===== src/rtl/led_pattern_loader.sv =====
// Frame parser that streams pattern bytes into the inactive bank of a double-buffered
// pattern RAM and swaps banks only after the whole frame passes its XOR checksum.
module led_pattern_loader #(
  parameter int          DEPTH   = 16,
  parameter int          ADDR_W  = 4,
  parameter logic [7:0]  SYNC    = 8'hA5,
  parameter int          TIMEOUT = 2700000
) (
  input  logic              clk,
  input  logic              rst,
  input  logic [7:0]        in_data,
  input  logic              in_valid,
  output logic              in_ready,
  output logic              wr_en,
  output logic              wr_bank,
  output logic [ADDR_W-1:0] wr_addr,
  output logic [5:0]        wr_data,
  output logic              active_bank,
  output logic [ADDR_W:0]   pattern_len,
  output logic              commit,
  output logic              err
);

  typedef enum logic [2:0] {
    IDLE,
    LEN,
    DATA,
    CHK,
    COMMIT
  } state_t;

  localparam int                CNT_W   = $clog2(TIMEOUT + 1);
  localparam logic [CNT_W-1:0]  TO_LAST = CNT_W'(TIMEOUT - 1);
  localparam logic [7:0]        DEPTH_B = 8'(DEPTH);

  state_t              state_q;
  logic [ADDR_W:0]     len_q;
  logic [ADDR_W-1:0]   idx_q;
  logic [7:0]          chk_q;
  logic [CNT_W-1:0]    cnt_q;
  logic                wr_en_q;
  logic [ADDR_W-1:0]   wr_addr_q;
  logic [5:0]          wr_data_q;
  logic                active_bank_q;
  logic [ADDR_W:0]     pattern_len_q;
  logic                commit_q;
  logic                err_q;

  logic accept_d;
  logic in_frame_d;
  logic timeout_d;
  logic last_d;

  assign in_ready   = (state_q != COMMIT);
  assign accept_d   = in_valid && in_ready;
  assign in_frame_d = (state_q == LEN) || (state_q == DATA) || (state_q == CHK);
  assign timeout_d  = in_frame_d && !accept_d && (cnt_q == TO_LAST);
  assign last_d     = ({1'b0, idx_q} == (len_q - 1'b1));

  // The writer always targets the bank the player is not reading.
  assign wr_bank     = ~active_bank_q;
  assign wr_en       = wr_en_q;
  assign wr_addr     = wr_addr_q;
  assign wr_data     = wr_data_q;
  assign active_bank = active_bank_q;
  assign pattern_len = pattern_len_q;
  assign commit      = commit_q;
  assign err         = err_q;

  // NOTE: all state here is sequential, so every assignment in this block is non-blocking;
  // reads see the pre-edge values regardless of statement order.
  always_ff @(posedge clk) begin
    if (rst) begin
      state_q       <= IDLE;
      len_q         <= '0;
      idx_q         <= '0;
      chk_q         <= '0;
      cnt_q         <= '0;
      wr_en_q       <= 1'b0;
      wr_addr_q     <= '0;
      wr_data_q     <= '0;
      active_bank_q <= 1'b0;
      pattern_len_q <= '0;
      commit_q      <= 1'b0;
      err_q         <= 1'b0;
    end else begin
      wr_en_q  <= 1'b0;
      commit_q <= 1'b0;
      err_q    <= 1'b0;

      if (accept_d || !in_frame_d) cnt_q <= '0;
      else                         cnt_q <= cnt_q + 1'b1;

      if (timeout_d) begin
        err_q   <= 1'b1;
        state_q <= IDLE;
      end else begin
        case (state_q)
          IDLE: begin
            if (accept_d && (in_data == SYNC)) state_q <= LEN;
          end
          LEN: begin
            if (accept_d) begin
              if ((in_data == 8'h00) || (in_data > DEPTH_B)) begin
                err_q   <= 1'b1;
                state_q <= IDLE;
              end else begin
                len_q   <= in_data[ADDR_W:0];
                idx_q   <= '0;
                chk_q   <= '0;
                state_q <= DATA;
              end
            end
          end
          DATA: begin
            if (accept_d) begin
              chk_q     <= chk_q ^ in_data;
              wr_en_q   <= 1'b1;
              wr_addr_q <= idx_q;
              wr_data_q <= in_data[5:0];
              if (last_d) state_q <= CHK;
              else        idx_q   <= idx_q + 1'b1;
            end
          end
          CHK: begin
            if (accept_d) begin
              if (in_data == chk_q) begin
                commit_q      <= 1'b1;
                active_bank_q <= ~active_bank_q;
                pattern_len_q <= len_q;
                state_q       <= COMMIT;
              end else begin
                err_q   <= 1'b1;
                state_q <= IDLE;
              end
            end
          end
          COMMIT:  state_q <= IDLE;
          default: state_q <= IDLE;
        endcase
      end
    end
  end

endmodule


===== config.mk =====
export PLATFORM = sky130hd
export DESIGN_NAME = led_pattern_loader
export DESIGN_NICKNAME = d
export VERILOG_FILES = /design/src/rtl/led_pattern_loader.sv
export SDC_FILE = /design/constraint.sdc
export NUM_CORES = 1
export LEC_CHECK = 0
export CAP_MARGIN = 20
export CORE_MARGIN = 4
export CORE_UTILIZATION = 55
export CTS_BUF_LIST = sky130_fd_sc_hd__clkbuf_4 sky130_fd_sc_hd__clkbuf_8 sky130_fd_sc_hd__clkbuf_16
export CTS_CLUSTER_SIZE = 14
export DETAILED_ROUTE_END_ITERATION = 10
export GPL_ROUTABILITY_DRIVEN = 0
export PLACE_DENSITY = 0.75
export SLEW_MARGIN = 20
export SYNTH_ARGS = -nofsm -noshare
export SYNTH_HDL_FRONTEND = slang
export SYNTH_SLANG_ARGS = --single-unit

===== constraint.sdc =====
create_clock -name clk -period 3.6 [get_ports clk]
set_clock_uncertainty 0.15 [all_clocks]
set_input_delay 0.72 -clock clk [delete_from_list [all_inputs] [get_ports clk]]
set_output_delay 0.72 -clock clk [all_outputs]
set_load 0.01 [all_outputs]

==> results of run 1 <==
## cell usage in the layout (no fill, tap or decap), types with 9 or more instances in the layout
master,Yosys,final
clkdlybuf4s50_1,0,31
nand4_1,11,11
mux2i_1,10,10
a21oi_1,21,21
xor2_1,9,9
nand2_1,33,33
nor2_1,40,40
xnor2_1,25,25
nor4_1,10,10
dfxtp_1,61,61
clkbuf_8,0,11
nor3_1,11,11
## per-layer routing
metal / part of all wire [%] / wire length (um) / global-route usage [%] / vias up
met1: 50 / 3050 / 27.7 / 1133
met5: 0 / 0 / 0 / -
li1: - / - / - / 1223
met3: 4.5 / 274 / 7.11 / 10
met2: 43 / 2630 / 32.5 / 51
met4: 1.5 / 88 / 7.26 / 0
## flip-flops by register name, summed over array words and instances (netlist names)
name,flops
cnt_q,22
idx_q,4
active_bank,1
len_q,5
commit,1
wr_en,1
err,1
pattern_len,5
chk_q,8
state_q,3
wr_data,6
wr_addr,4
## cells by family (layout without fill, tap and decap cells)
kind of cell	Yosys count	in the layout
fa+ha+maj	3	3
flops	61	61
buf+inv	21	59
compound gates	49	49
xor+xnor	34	34
mux	10	10
simple gates	150	150
## power breakdown
group / internal (mW) / switching (mW) / total, mW
Combinational: 0.0164 / 0.0218 / 0.0382
Sequential: 0.675 / 0.0000916 / 0.675
Clock: 0.318 / 0.241 / 0.558
Total: 1.01 / 0.263 / 1.27
## area by class of cell
| type | count | area share (%) |
|---|---|---|
| clock buffer | 15 | 5.34 |
| clock inverter | 1 | 0.147 |
| inverter | 8 | 0.884 |
| multi-input combinational | 246 | 45.2 |
| sequential | 61 | 35.9 |
| tap | 67 | 2.47 |
| timing repair buffer | 35 | 10.0 |
## path summary, 6_finish.rpt
path                                           endpoint
worst min-delay path            wr_data[5]$_SDFFE_PP0P_
worst min register to register  wr_data[5]$_SDFFE_PP0P_
worst max register to register  state_q[0]$_SDFFE_PP0P_
worst max-delay path            state_q[0]$_SDFFE_PP0P_
## tightest hold or removal path: cells and delay by family (launching register included)
kind / cells / cell delay [ns]
compound gates: 1 / 0.05
flops: 1 / 0.30
simple gates: 1 / 0.05
==> results.sh, run 1 <==
export IMPL_setup_tns_ns=0
export IMPL_async_reset_ff_share_pct=0
export IMPL_synth_cells=328
export IMPL_place_inst=417
export IMPL_grt_pass1_wl_mm=10.5
export IMPL_clk_pin_slew_ns=0.06
export IMPL_cts_root_buffer="clkbuf_8"
export IMPL_finalPower_mw=1.27
export IMPL_max_freq_ghz=0.366
export IMPL_maxSlewViolCount=0
export IMPL_fin_crit_ns=2.73
export IMPL_synthFlopType="dfxtp_1"
export IMPL_vias=2417
export IMPL_yosys_top_cells_count="61 x dfxtp_1, 40 x nor2_1, 33 x nand2_1, 25 x xnor2_1, 21 x a21oi_1"
export IMPL_drive_gt1_share_pct=8.74
export IMPL_synth_cell_types=46
export IMPL_power_density_nw_per_um2=374
export IMPL_cap_viol_max_count=0
export IMPL_critPathArrivalTime_ns=2.81
export IMPL_yosysMostFrequentCell="dfxtp_1"
export IMPL_multi_input_area_um2=1540
export IMPL_min_path_cells=2
export IMPL_grt_max_degree=23
export IMPL_path_class="flop to flop"
export IMPL_die_w_um=79.8
export IMPL_relSlewSlack_pct=44.4
export IMPL_period_share_pct=75.9
export IMPL_synth_fp_nets=342
export IMPL_drtPass1Iterations=4
export IMPL_required_ns=3.68
export IMPL_io_pins=32
export IMPL_crit_slowest_cell="nor4_1"
export IMPL_clock_sinks=61
export IMPL_io_buffers=31
export IMPL_synth_warnings=0
export IMPL_layoutNonFillerInstCount=433
export IMPL_area_growth_pct=19.8
export IMPL_setup_violations=0
export IMPL_dieHeight_um=79.8
export IMPL_cp_max_fo=5
export IMPL_worst_skew_pair_late_latency_ns=0.33
export IMPL_avgSynthCellArea_um2=8.65
export IMPL_clock_tree_buffer_depth=2
export IMPL_routed_wl_mm=6.04
export IMPL_critPathCaptureType="flop"
export IMPL_synth_top_family_by_area="simple AND/OR/NAND/NOR gates"
export IMPL_reg2reg_slack_ns=0.87
export IMPL_die_area_um2=6370
export IMPL_cp_num_cells=5
export IMPL_n_fill_cell=399
export IMPL_ys_seq_elements=61
export IMPL_grt_ovfl_total=0
export IMPL_post_cts_buffers=0
export IMPL_initial_core_util_pct=58.5
export IMPL_postCtsHoldBufs=0
export IMPL_ff2ff_path_depth=5
export IMPL_h_tree_depth=3
export IMPL_drtIter0Drc=165
export IMPL_cts_buffers=9
export IMPL_status="finished clean"
export IMPL_worstHoldStart="wr_data[5]$_SDFFE_PP0P_"
export IMPL_fin_nets=375
export IMPL_fin_area_um2=3400
export IMPL_crit_start="cnt_q[10]$_SDFF_PP0_"
export IMPL_yosysTopAreaCell="dfxtp_1"
export IMPL_holdWs_ns=0.301
export IMPL_yosys_area_share_adder_pct=1.32
export IMPL_fin_util_pct=70.1
export IMPL_crit_chain="or4b_1 -> or4_4 -> nor4_1 -> nor3_1 -> and3_1"
export IMPL_antenna_found_initial=0
export IMPL_peakVddDrop_v=0.000356
export IMPL_worst_pin_slew_ns=0.826
export IMPL_cts_resized=0
export IMPL_avgViaCountPerCell=5.58
export IMPL_p_leak_nw=1.13
export IMPL_setup_ws_ns=0.869
export IMPL_drc_errors=0
export IMPL_synthXorXnorAreaFrac_pct=10.5
export IMPL_post_drt_wl_per_cell_um=13.9
export IMPL_num_rows=25
export IMPL_synth_compound_area_share_pct=11.8
export IMPL_critical_path_max_stage_delay_ns=0.75
export IMPL_cp_num_buf_inv=0
export IMPL_core_um2=4850
export IMPL_rsz0062_at_grt="false"
export IMPL_pre_cts_slack_ns=0.586
export IMPL_hold_viol=0
export IMPL_start_kind="flop"
export IMPL_synth_top_area_share_pct=43.1
export IMPL_grt_pass1_vias=2282
export IMPL_final_seq_area_um2=1220
export IMPL_tritoncts="done"
export IMPL_synthTopCellsByArea="dfxtp_1 43%, xnor2_1 7.7%, nor2_1 5.3%"
export IMPL_crit_family="simple AND/OR/NAND/NOR gates"
export IMPL_r2r_start="cnt_q[10]$_SDFF_PP0_"
export IMPL_hpwl_mm=4.30
export IMPL_synthMuxAreaShare_pct=3.53
export IMPL_seq_area_frac_synth_pct=43.1
export IMPL_place_area_um2=3210
export IMPL_diodes=0
export IMPL_ant_nets=0
export IMPL_grt_total_usage_pct=21.1
export IMPL_synth_edf_count=0
export IMPL_synthSimpleGateAreaFrac_pct=27.0
export IMPL_hold_path_class="flop to flop"
export IMPL_syn_cell_area_um2=2840
Power figures use the tool's default switching activity.
==> inputs of run 2 (changes only) <==
clock period = 2.78 ns   (was 3.6 ns; I/O delays follow)
==> run 2 against run 1 <==
Effect of this change:
- sequential share of layout area down 1.3 points
- combinational power up 56%
- setup slack worse by 0.58 ns
- largest power group unchanged
==> results.sh, run 2 (synthesis gave the netlist of run 1 again) <==
export IMPL_grt_pass1_vias=2387
export IMPL_crit_chain="or4_1 -> or4_4 -> o41ai_4 -> buf_4 -> a311oi_2 -> o21ai_0"
export IMPL_critPathCaptureType="flop"
export IMPL_routed_wl_mm=6.44
export IMPL_setup_ws_ns=0.284
export IMPL_p_leak_nw=1.20
export IMPL_postCtsHoldBufs=0
export IMPL_ff2ff_path_depth=6
export IMPL_pre_cts_slack_ns=0.124
export IMPL_critPathArrivalTime_ns=2.61
export IMPL_vias=2496
export IMPL_cts_buffers=9
export IMPL_power_density_nw_per_um2=506
export IMPL_reg2reg_slack_ns=0.28
export IMPL_period_share_pct=89.8
export IMPL_core_um2=4850
export IMPL_worst_pin_slew_ns=0.504
export IMPL_critical_path_max_stage_delay_ns=0.56
export IMPL_hold_viol=0
export IMPL_initial_core_util_pct=58.5
export IMPL_cp_num_cells=6
export IMPL_worstHoldStart="cnt_q[0]$_SDFF_PP0_"
export IMPL_cts_resized=0
export IMPL_setup_tns_ns=0
export IMPL_grt_ovfl_total=0
export IMPL_cap_viol_max_count=0
export IMPL_hold_path_endpoint="cnt_q[0]$_SDFF_PP0_"
export IMPL_ant_nets=0
export IMPL_avgViaCountPerCell=5.61
export IMPL_relSlewSlack_pct=66.3
export IMPL_drc_errors=0
export IMPL_grt_max_degree=31
export IMPL_min_path_cells=1
export IMPL_peakVddDrop_v=0.000490
export IMPL_path_class="flop to flop"
export IMPL_start_kind="flop"
export IMPL_finalPower_mw=1.78
export IMPL_worstReg2RegEnd="idx_q[1]$_SDFFE_PP0P_"
export IMPL_grt_pass1_wl_mm=11.0
export IMPL_die_w_um=79.8
export IMPL_place_area_um2=3310
export IMPL_status="finished clean"
export IMPL_layoutNonFillerInstCount=445
export IMPL_largest_reg_flops=22
export IMPL_post_cts_buffers=0
export IMPL_dieHeight_um=79.8
export IMPL_clk_pin_slew_ns=0.07
export IMPL_clock_sinks=61
export IMPL_fin_nets=387
export IMPL_die_area_um2=6370
export IMPL_top_register="cnt_q"
export IMPL_area_growth_pct=24.4
export IMPL_diodes=0
export IMPL_fin_area_um2=3530
export IMPL_grt_total_usage_pct=22.0
export IMPL_tritoncts="done"
export IMPL_rsz0062_at_grt="false"
export IMPL_place_inst=429
export IMPL_maxSlewViolCount=0
export IMPL_h_tree_depth=3
export IMPL_hpwl_mm=4.65
export IMPL_final_cell_mix="61 x dfxtp_1, 40 x nor2_1, 33 x nand2_1"
export IMPL_max_freq_ghz=0.401
export IMPL_holdWs_ns=0.289
export IMPL_r2r_start="cnt_q[8]$_SDFF_PP0_"
export IMPL_drtPass1Iterations=4
export IMPL_cts_root_buffer="clkbuf_8"
export IMPL_io_buffers=31
export IMPL_crit_family="simple AND/OR/NAND/NOR gates"
export IMPL_worst_skew_pair_late_latency_ns=0.34
export IMPL_cp_num_buf_inv=1
export IMPL_drive_gt1_share_pct=11.6
export IMPL_required_ns=2.89
export IMPL_fin_util_pct=72.8
export IMPL_drtIter0Drc=163
export IMPL_post_drt_wl_per_cell_um=14.5
export IMPL_setup_violations=0
export IMPL_fin_crit_ns=2.50
export IMPL_crit_slowest_cell="or4_1"
export IMPL_clock_tree_buffer_depth=2
export IMPL_cp_max_fo=9
export IMPL_io_pins=32
export IMPL_antenna_found_initial=0
export IMPL_final_common_cell="dfxtp_1"
export IMPL_num_rows=25
export IMPL_hold_path_class="flop to flop"
run 2: worst max path at each step:
stage,from,to,slack [ns]
CTS,cnt_q[8]$_SDFF_PP0_,idx_q[3]$_SDFFE_PP0P_,0.29
detailed placement,in_data[0],len_q[1]$_SDFFE_PP0P_,0.12
global placement,in_data[0],idx_q[1]$_SDFFE_PP0P_,0.18
finish,cnt_q[8]$_SDFF_PP0_,idx_q[1]$_SDFFE_PP0P_,0.28
global route,cnt_q[8]$_SDFF_PP0_,idx_q[3]$_SDFFE_PP0P_,0.15
floorplan,cnt_q[10]$_SDFF_PP0_,state_q[0]$_SDFFE_PP0P_,0.37
run 2: layout make-up:
type | instances | area (um^2)
Clock buffer | 9 | 124
Clock inverter | 7 | 90.1
Multi-Input combinational cell | 246 | 1540
Fill cell | 374 | 1320
Timing Repair Buffer | 47 | 443
Tap cell | 67 | 83.8
Sequential cell | 61 | 1220
Inverter | 8 | 30.0
run 2: power by group:
part	switching [mW]	internal [mW]
Sequential	0.000119	0.873
Combinational	0.0305	0.0292
Clock	0.352	0.499
Total	0.382	1.40
run 2: worst reg2reg max path, delay by kind of cell (launching register included):
family	cells	cell delay (ns)
AO/OA/AOI/OAI	3	0.61
flip-flops	1	0.34
buffers and inverters	1	0.22
AND/OR/NAND/NOR	2	1.12
run 2: layer usage:
metal / vias up / GRT usage (%) / routed length, um
li1: 1248 / - / -
met1: 1175 / 29.2 / 3110
met2: 55 / 33.4 / 2920
met3: 18 / 6.09 / 268
met4: 0 / 9.80 / 138
met5: - / 0 / 0
==> inputs of run 3 (changes only) <==
ABC_CLOCK_PERIOD_IN_PS = 2780   (was not set)
==> results of run 3 <==
The final DEF is identical to that of run 2; final timing and power are the same.
